### config.mk
export PLATFORM = sky130hd
export DESIGN_NAME = prbs31_sync_ctrl_flat
export DESIGN_NICKNAME = d
export VERILOG_FILES = /design/src/rtl/prbs31_sync_ctrl_if.sv /design/src/rtl/prbs31_sync_ctrl.sv /design/src/flat_wrapper.sv
export SDC_FILE = /design/constraint.sdc
export NUM_CORES = 1
export LEC_CHECK = 0
export CAP_MARGIN = 10
export CORE_MARGIN = 3
export CORE_UTILIZATION = 60
export DETAILED_ROUTE_END_ITERATION = 8
export PLACE_DENSITY = 0.81
export SYNTH_ARGS = -nofsm -noshare
export SYNTH_HDL_FRONTEND = slang
export SYNTH_SLANG_ARGS = --single-unit
### constraint.sdc
create_clock -name clkTMR -period 4.1 [get_ports clkTMR]
set_input_delay 0.615 -clock clkTMR [delete_from_list [all_inputs] [get_ports clkTMR]]
set_output_delay 0.615 -clock clkTMR [all_outputs]
set_load 0.01 [all_outputs]
### src/rtl/prbs31_sync_ctrl_if.sv
// Bus for the PRBS31 sync checker: received stream in,
// lock state and error statistics out.
interface prbs31_sync_ctrl_if #(
  parameter int WORDWIDTH = 15
);
  logic                 enTMR;
  logic                 dataValidTMR;
  logic [WORDWIDTH-1:0] dataTMR;
  logic                 clrErrTMR;
  logic [1:0]           stateTMR;
  logic                 lockedTMR;
  logic                 errFlagTMR;
  logic [15:0]          errCntTMR;

  modport master (
    output enTMR,
    output dataValidTMR,
    output dataTMR,
    output clrErrTMR,
    input  stateTMR,
    input  lockedTMR,
    input  errFlagTMR,
    input  errCntTMR
  );

  modport slave (
    input  enTMR,
    input  dataValidTMR,
    input  dataTMR,
    input  clrErrTMR,
    output stateTMR,
    output lockedTMR,
    output errFlagTMR,
    output errCntTMR
  );
endinterface

### src/rtl/prbs31_sync_ctrl.sv
// PRBS31 (x^31+x^28+1) word-parallel sync checker:
// hunt/verify/locked FSM with saturating error counter.
module prbs31_sync_ctrl #(
  parameter int WORDWIDTH   = 15,
  parameter int LOCKCOUNT   = 8,
  parameter int UNLOCKCOUNT = 4
) (
  input logic               clkTMR,
  input logic               resetTMR,
  prbs31_sync_ctrl_if.slave bus
);
  localparam int CAPW = (31 + WORDWIDTH - 1) / WORDWIDTH;
  localparam int CAPB = CAPW * WORDWIDTH;
  localparam logic [2:0] CAP_LAST = 3'(CAPW - 1);
  localparam logic [7:0] LOCK_N   = 8'(LOCKCOUNT);
  localparam logic [7:0] UNLOCK_N = 8'(UNLOCKCOUNT);

  typedef enum logic [1:0] {
    HUNT   = 2'd0,
    VERIFY = 2'd1,
    LOCKED = 2'd2
  } state_t;

  state_t      state, state_nxt;
  logic [30:0] cap, cap_nxt;
  logic [30:0] expd, expd_nxt;
  logic [2:0]  cap_cnt, cap_cnt_nxt;
  logic [7:0]  good, good_nxt;
  logic [7:0]  bad, bad_nxt;
  logic        locked, locked_nxt;
  logic        err_flag, err_flag_nxt;
  logic [15:0] err_cnt, err_cnt_nxt;
  logic        sample;
  logic        match;

  function automatic logic [30:0] step1(
    input logic [30:0] s
  );
    return {s[3] ^ s[0], s[30:1]};
  endfunction

  function automatic logic [30:0] adv_word(
    input logic [30:0] s
  );
    logic [30:0] r;
    r = s;
    for (int i = 0; i < WORDWIDTH; i++)
      r = step1(r);
    return r;
  endfunction

  function automatic logic [30:0] adv_cap(
    input logic [30:0] s
  );
    logic [30:0] r;
    r = s;
    for (int i = 0; i < CAPB; i++)
      r = step1(r);
    return r;
  endfunction

  assign sample = bus.enTMR & bus.dataValidTMR;
  assign match  = bus.dataTMR == expd[WORDWIDTH-1:0];

  always_comb begin
    state_nxt    = state;
    cap_nxt      = cap;
    expd_nxt     = expd;
    cap_cnt_nxt  = cap_cnt;
    good_nxt     = good;
    bad_nxt      = bad;
    err_flag_nxt = 1'b0;
    err_cnt_nxt  = err_cnt;
    locked_nxt   = 1'b0;
    if (!bus.enTMR) begin
      state_nxt   = HUNT;
      cap_cnt_nxt = '0;
      good_nxt    = '0;
      bad_nxt     = '0;
    end else if (sample) begin
      unique case (state)
        HUNT: begin
          // word k fills capture bits k*W.. (only 31 are kept)
          for (int b = 0; b < 31; b++)
            if (b / WORDWIDTH == int'(cap_cnt))
              cap_nxt[b] = bus.dataTMR[b % WORDWIDTH];
          if (cap_cnt == CAP_LAST) begin
            expd_nxt    = adv_cap(cap_nxt);
            state_nxt   = VERIFY;
            good_nxt    = '0;
            cap_cnt_nxt = '0;
          end else begin
            cap_cnt_nxt = cap_cnt + 3'd1;
          end
        end
        VERIFY: begin
          if (match) begin
            expd_nxt = adv_word(expd);
            good_nxt = good + 8'd1;
            if (good_nxt == LOCK_N) begin
              state_nxt = LOCKED;
              bad_nxt   = '0;
            end
          end else begin
            state_nxt   = HUNT;
            cap_cnt_nxt = '0;
          end
        end
        LOCKED: begin
          expd_nxt = adv_word(expd);
          if (match) begin
            bad_nxt = '0;
          end else begin
            bad_nxt      = bad + 8'd1;
            err_flag_nxt = 1'b1;
            if (err_cnt != 16'hFFFF)
              err_cnt_nxt = err_cnt + 16'd1;
            if (bad_nxt == UNLOCK_N) begin
              state_nxt   = HUNT;
              cap_cnt_nxt = '0;
            end
          end
        end
        default: state_nxt = HUNT;
      endcase
    end
    if (bus.clrErrTMR)
      err_cnt_nxt = '0;
    locked_nxt = state_nxt == LOCKED;
  end

  always_ff @(posedge clkTMR or posedge resetTMR) begin
    if (resetTMR) begin
      state    <= HUNT;
      cap      <= '0;
      expd     <= '0;
      cap_cnt  <= '0;
      good     <= '0;
      bad      <= '0;
      locked   <= 1'b0;
      err_flag <= 1'b0;
      err_cnt  <= '0;
    end else begin
      state    <= state_nxt;
      cap      <= cap_nxt;
      expd     <= expd_nxt;
      cap_cnt  <= cap_cnt_nxt;
      good     <= good_nxt;
      bad      <= bad_nxt;
      locked   <= locked_nxt;
      err_flag <= err_flag_nxt;
      err_cnt  <= err_cnt_nxt;
    end
  end

  assign bus.stateTMR   = state;
  assign bus.lockedTMR  = locked;
  assign bus.errFlagTMR = err_flag;
  assign bus.errCntTMR  = err_cnt;
endmodule
### src/flat_wrapper.sv
// flat-port wrapper written by rule: the top's interface ports become plain ports
module prbs31_sync_ctrl_flat 
#(
  parameter int WORDWIDTH   = 15,
  parameter int LOCKCOUNT   = 8,
  parameter int UNLOCKCOUNT = 4
)
  (clkTMR, resetTMR, bus_enTMR, bus_dataValidTMR, bus_dataTMR, bus_clrErrTMR, bus_stateTMR, bus_lockedTMR, bus_errFlagTMR, bus_errCntTMR);
  prbs31_sync_ctrl_if #(.WORDWIDTH(WORDWIDTH)) bus_i ();
  input logic clkTMR;
  input logic resetTMR;
  input wire logic [$bits(bus_i.enTMR)-1:0] bus_enTMR;
  input wire logic [$bits(bus_i.dataValidTMR)-1:0] bus_dataValidTMR;
  input wire logic [$bits(bus_i.dataTMR)-1:0] bus_dataTMR;
  input wire logic [$bits(bus_i.clrErrTMR)-1:0] bus_clrErrTMR;
  output wire logic [$bits(bus_i.stateTMR)-1:0] bus_stateTMR;
  output wire logic [$bits(bus_i.lockedTMR)-1:0] bus_lockedTMR;
  output wire logic [$bits(bus_i.errFlagTMR)-1:0] bus_errFlagTMR;
  output wire logic [$bits(bus_i.errCntTMR)-1:0] bus_errCntTMR;
  assign bus_i.enTMR = bus_enTMR;
  assign bus_i.dataValidTMR = bus_dataValidTMR;
  assign bus_i.dataTMR = bus_dataTMR;
  assign bus_i.clrErrTMR = bus_clrErrTMR;
  assign bus_stateTMR = bus_i.stateTMR;
  assign bus_lockedTMR = bus_i.lockedTMR;
  assign bus_errFlagTMR = bus_i.errFlagTMR;
  assign bus_errCntTMR = bus_i.errCntTMR;
  prbs31_sync_ctrl #(.WORDWIDTH(WORDWIDTH), .LOCKCOUNT(LOCKCOUNT), .UNLOCKCOUNT(UNLOCKCOUNT)) u_core (.clkTMR(clkTMR), .resetTMR(resetTMR), .bus(bus_i));
endmodule
==> impl_metrics.csv <==
group,metric,value,unit
route,detailedRoute.firstIterationViolations,288,
critical_path,rr_startpoint,"u_core.expd[11]",
critical_path,crit_required,4.40,ns
timing,maxSlewHeadroom,26.5,%
yosys,synthCells,656,
yosys,synth_largest_area_cell,"sky130_fd_sc_hd__dfrtp_1",
floorplanning,die_area,0.0113,mm^2
clocking,clkLatencyLatePin,0.40,ns
clocking,cts-root-buf,"sky130_fd_sc_hd__clkbuf_8",
route,drt-pass1-iter-count,5,
yosys,synth_top_flop_cell,"sky130_fd_sc_hd__dfrtp_1",
timing,layout_setup_ws,1.02,ns
yosys,ys_warn_count,0,
timing,maxSlewViolCount,0,
hold_path,hp-class,"reg -> reg",
floorplanning,core_area,0.00950,mm^2
route,route.detailed.drc,0,
clocking,post_cts_hold_buffer_count,0,
placement,dp.final_hpwl,9330,um
hold_path,hold_path_end,"u_core.expd[30]",
yosys,leading_post_synthesis_cells_by_instance_count,"sky130_fd_sc_hd__dfrtp_1 (101), sky130_fd_sc_hd__o21ai_0 (64), sky130_fd_sc_hd__nand2_1 (63)",
final_layout,number_of_fillers_in_the_final_layout,703,
grt,grt_antenna_before_repair,0,
timing,timing.clock.skew,0.0135,ns
timing,setup-violations-final,0,
final_layout,diodes,0,
grt,grt_start_max_net_pins,65,
grt,grt_first_pass_wirelength,22700,um
route,vias,4793,
grt,number_of_global_route_vias_before_repair,4594,
grt,grt_overflow,0,
hold_path,hold_path_startpoint,"u_core.expd[30]",
route,via_per_inst,5.98,
yosys,ys_ff_latch,101,
pwr,power.static_leakage,2.73,nW
floorplanning,placement_rows,35,
yosys,ys_seq_area_share,41.9,%
placement,pre_cts_ws,0.619,ns
timing,final_min_period_over_clock_period,75.2,%
pwr,ir_worst_vdd,0.309,mV
timing,worst_pin_slew,1.10,ns
critical_path,r2r.worst_path.cells,6,
grt,globalRouteTotalUtil,24.8,%
pwr,power.density_cell_area,448,mW/mm^2
route,wl,13300,um
critical_path,critical_path_arrival,3.38,ns
yosys,synth_area,0.00604,mm^2
floorplanning,floorplan.initialDensity,63.5,%
timing,timing_hold_violations_final,0,
final_layout,count_of_nets_after_finishing,694,
flow_run,max-cap-violations,0,
yosys,syn_nets,683,
yosys,synth_top_cell_area_share,41.9,%
critical_path,critPathKind,"in -> reg",
placement,placedCellCount,785,
critical_path,r2r_end,"u_core.good[7]",
yosys,yosys.cell_types.count,47,
yosys,syn-mean-instance-area,9.20,um^2
clocking,number_of_buffers_added_by_the_clock_tree_synthesis_step,9,
final_layout,share_of_layout_cells_above_drive_strength_1,10.9,%
clocking,post_cts_resize_count,0,
timing,rsz0062_at_grt,"false",
route,wire_per_inst,16.6,um
yosys,synthArstFlopShare,100,%
critical_path,regToRegSetupSlack,1.42,ns
floorplanning,floorplan.die.width,106,um
final_layout,areaGrowthSynthToFinish,11.1,%
clocking,clkSlewWorstSetupHoldPaths,0.11,ns
yosys,most_common_cell_in_the_netlist,"sky130_fd_sc_hd__dfrtp_1",
timing,timing.setup.tns,0,ns
clocking,cts.htree.levels,3,
clocking,post_cts_buffers,0,
clocking,cts_tree,"built",
yosys,yosys-top-cells-area,"sky130_fd_sc_hd__dfrtp_1 (42%), sky130_fd_sc_hd__xnor2_1 (9.0%), sky130_fd_sc_hd__mux2_2 (6.2%)",
floorplanning,io-pin-count,40,
placement,globalplace.congestion,0.893,
clocking,cts_num_sinks,101,
critical_path,timing.critical_path.fanout_max,9,
status,outcome,"completed",
placement,port_buffers,39,
yosys,synth-edff-count,0,
critical_path,critical_path.startpoint_type,"input port",
timing,max_freq,324,MHz
timing,period_needed,3.08,ns
final_layout,fin_cells,801,
clocking,cts-root-to-sink-buffers,2,
route,ant_nets,0,
critical_path,worstSetupEndpointType,"flip-flop",
floorplanning,die_h,106,um
hold_path,min_path_cells,2,
[final cells by class]
cell class                      count  area, um^2  area share (%)
Timing Repair Buffer               49         465            6.94
Clock inverter                      7        77.6            1.16
Sequential cell                   101        2530            37.7
Clock buffer                        9         124            1.85
Multi-Input combinational cell    493        3300            49.2
Inverter                           13        51.3           0.765
Tap cell                          129         161            2.41
[how the worst max path moves through the flow]
stage / start / end / slack, ns / depth (start not counted)
finish: bus_dataTMR[11] / u_core.good[7] / 1.02 / 7
global route: bus_dataTMR[3] / u_core.good[7] / 0.91 / 7
CTS: bus_dataTMR[11] / u_core.good[7] / 1.09 / 7
detailed placement: bus_dataTMR[3] / u_core.good[7] / 0.62 / 7
global placement: bus_dataTMR[3] / u_core.good[4] / 0.79 / 7
floorplan: resetTMR / u_core.bad[0] / 0.84 / 1
[logic make-up (layout without fill, tap and decap cells)]
group | count (synthesis) | in the layout | share of synthesized area [%]
XOR/XNOR | 99 | 99 | 14.4
AO/OA/AOI/OAI | 143 | 143 | 14.1
buffers and inverters | 62 | 78 | 4.10
flip-flops | 101 | 101 | 41.9
adder cells (fa/ha/maj) | 7 | 7 | 1.45
multiplexers | 51 | 51 | 9.14
AND/OR/NAND/NOR | 193 | 193 | 14.9
[critical path, stage by stage]
cell	delay (ns)
sky130_fd_sc_hd__clkdlybuf4s50_1	0.58
sky130_fd_sc_hd__xnor2_1	0.30
sky130_fd_sc_hd__nand4_1	0.27
sky130_fd_sc_hd__nor4_4	0.66
sky130_fd_sc_hd__nand2_2	0.14
sky130_fd_sc_hd__or3_1	0.52
sky130_fd_sc_hd__o31ai_1	0.28
[report_power, final]
| part | internal (W) | switching, W | total [W] |
|---|---|---|---|
| logic | 0.000452 | 0.000437 | 0.000890 |
| clock network | 0.000240 | 0.000400 | 0.000640 |
| registers | 0.00121 | 0.000262 | 0.00147 |
| total | 0.00191 | 0.00110 | 0.00300 |
[cells in the final DEF (no fill, tap or decap), drive strengths merged, types with 31 or more instances in the layout]
cell type      netlist  final
dfrtp              101    101
o21ai               65     65
nand2               64     64
xnor2               62     62
nor2                55     55
clkdlybuf4s50        0     39
xor2                37     37
mux2                33     33
a21oi               31     31
[metal layers]
metal,vias to the layer above,global-route usage [%],wire length (um)
met5,-,0,0
met4,0,8.14,242
met3,21,4.25,535
met2,112,38.9,6300
met1,2378,35.3,6220
li1,2282,-,-
[state kept, by name, summed over array words and instances, names as in the netlist]
signal,cells
u_core.cap,31
u_core.expd,31
u_core.bus.errCntTMR,16
u_core.bad,8
u_core.good,8
u_core.cap_cnt,3
u_core.bus.stateTMR,2
u_core.bus.errFlagTMR,1
u_core.bus.lockedTMR,1
[per-stage QoR]
step | total power (W) | utilization, % | cell area, um^2 | hold WS (ns)
floorplan | 0.00213 | - | 6040 | 0.447
global placement | 0.00232 | 68.4 | 6500 | 0.464
detailed placement | 0.00237 | 68.4 | 6500 | 0.479
CTS | 0.00301 | 70.5 | 6700 | 0.504
global route | 0.00320 | 70.5 | 6700 | 0.547
finish | 0.00300 | 70.5 | 6700 | 0.498
No activity file was read; power rests on OpenSTA's default activity.
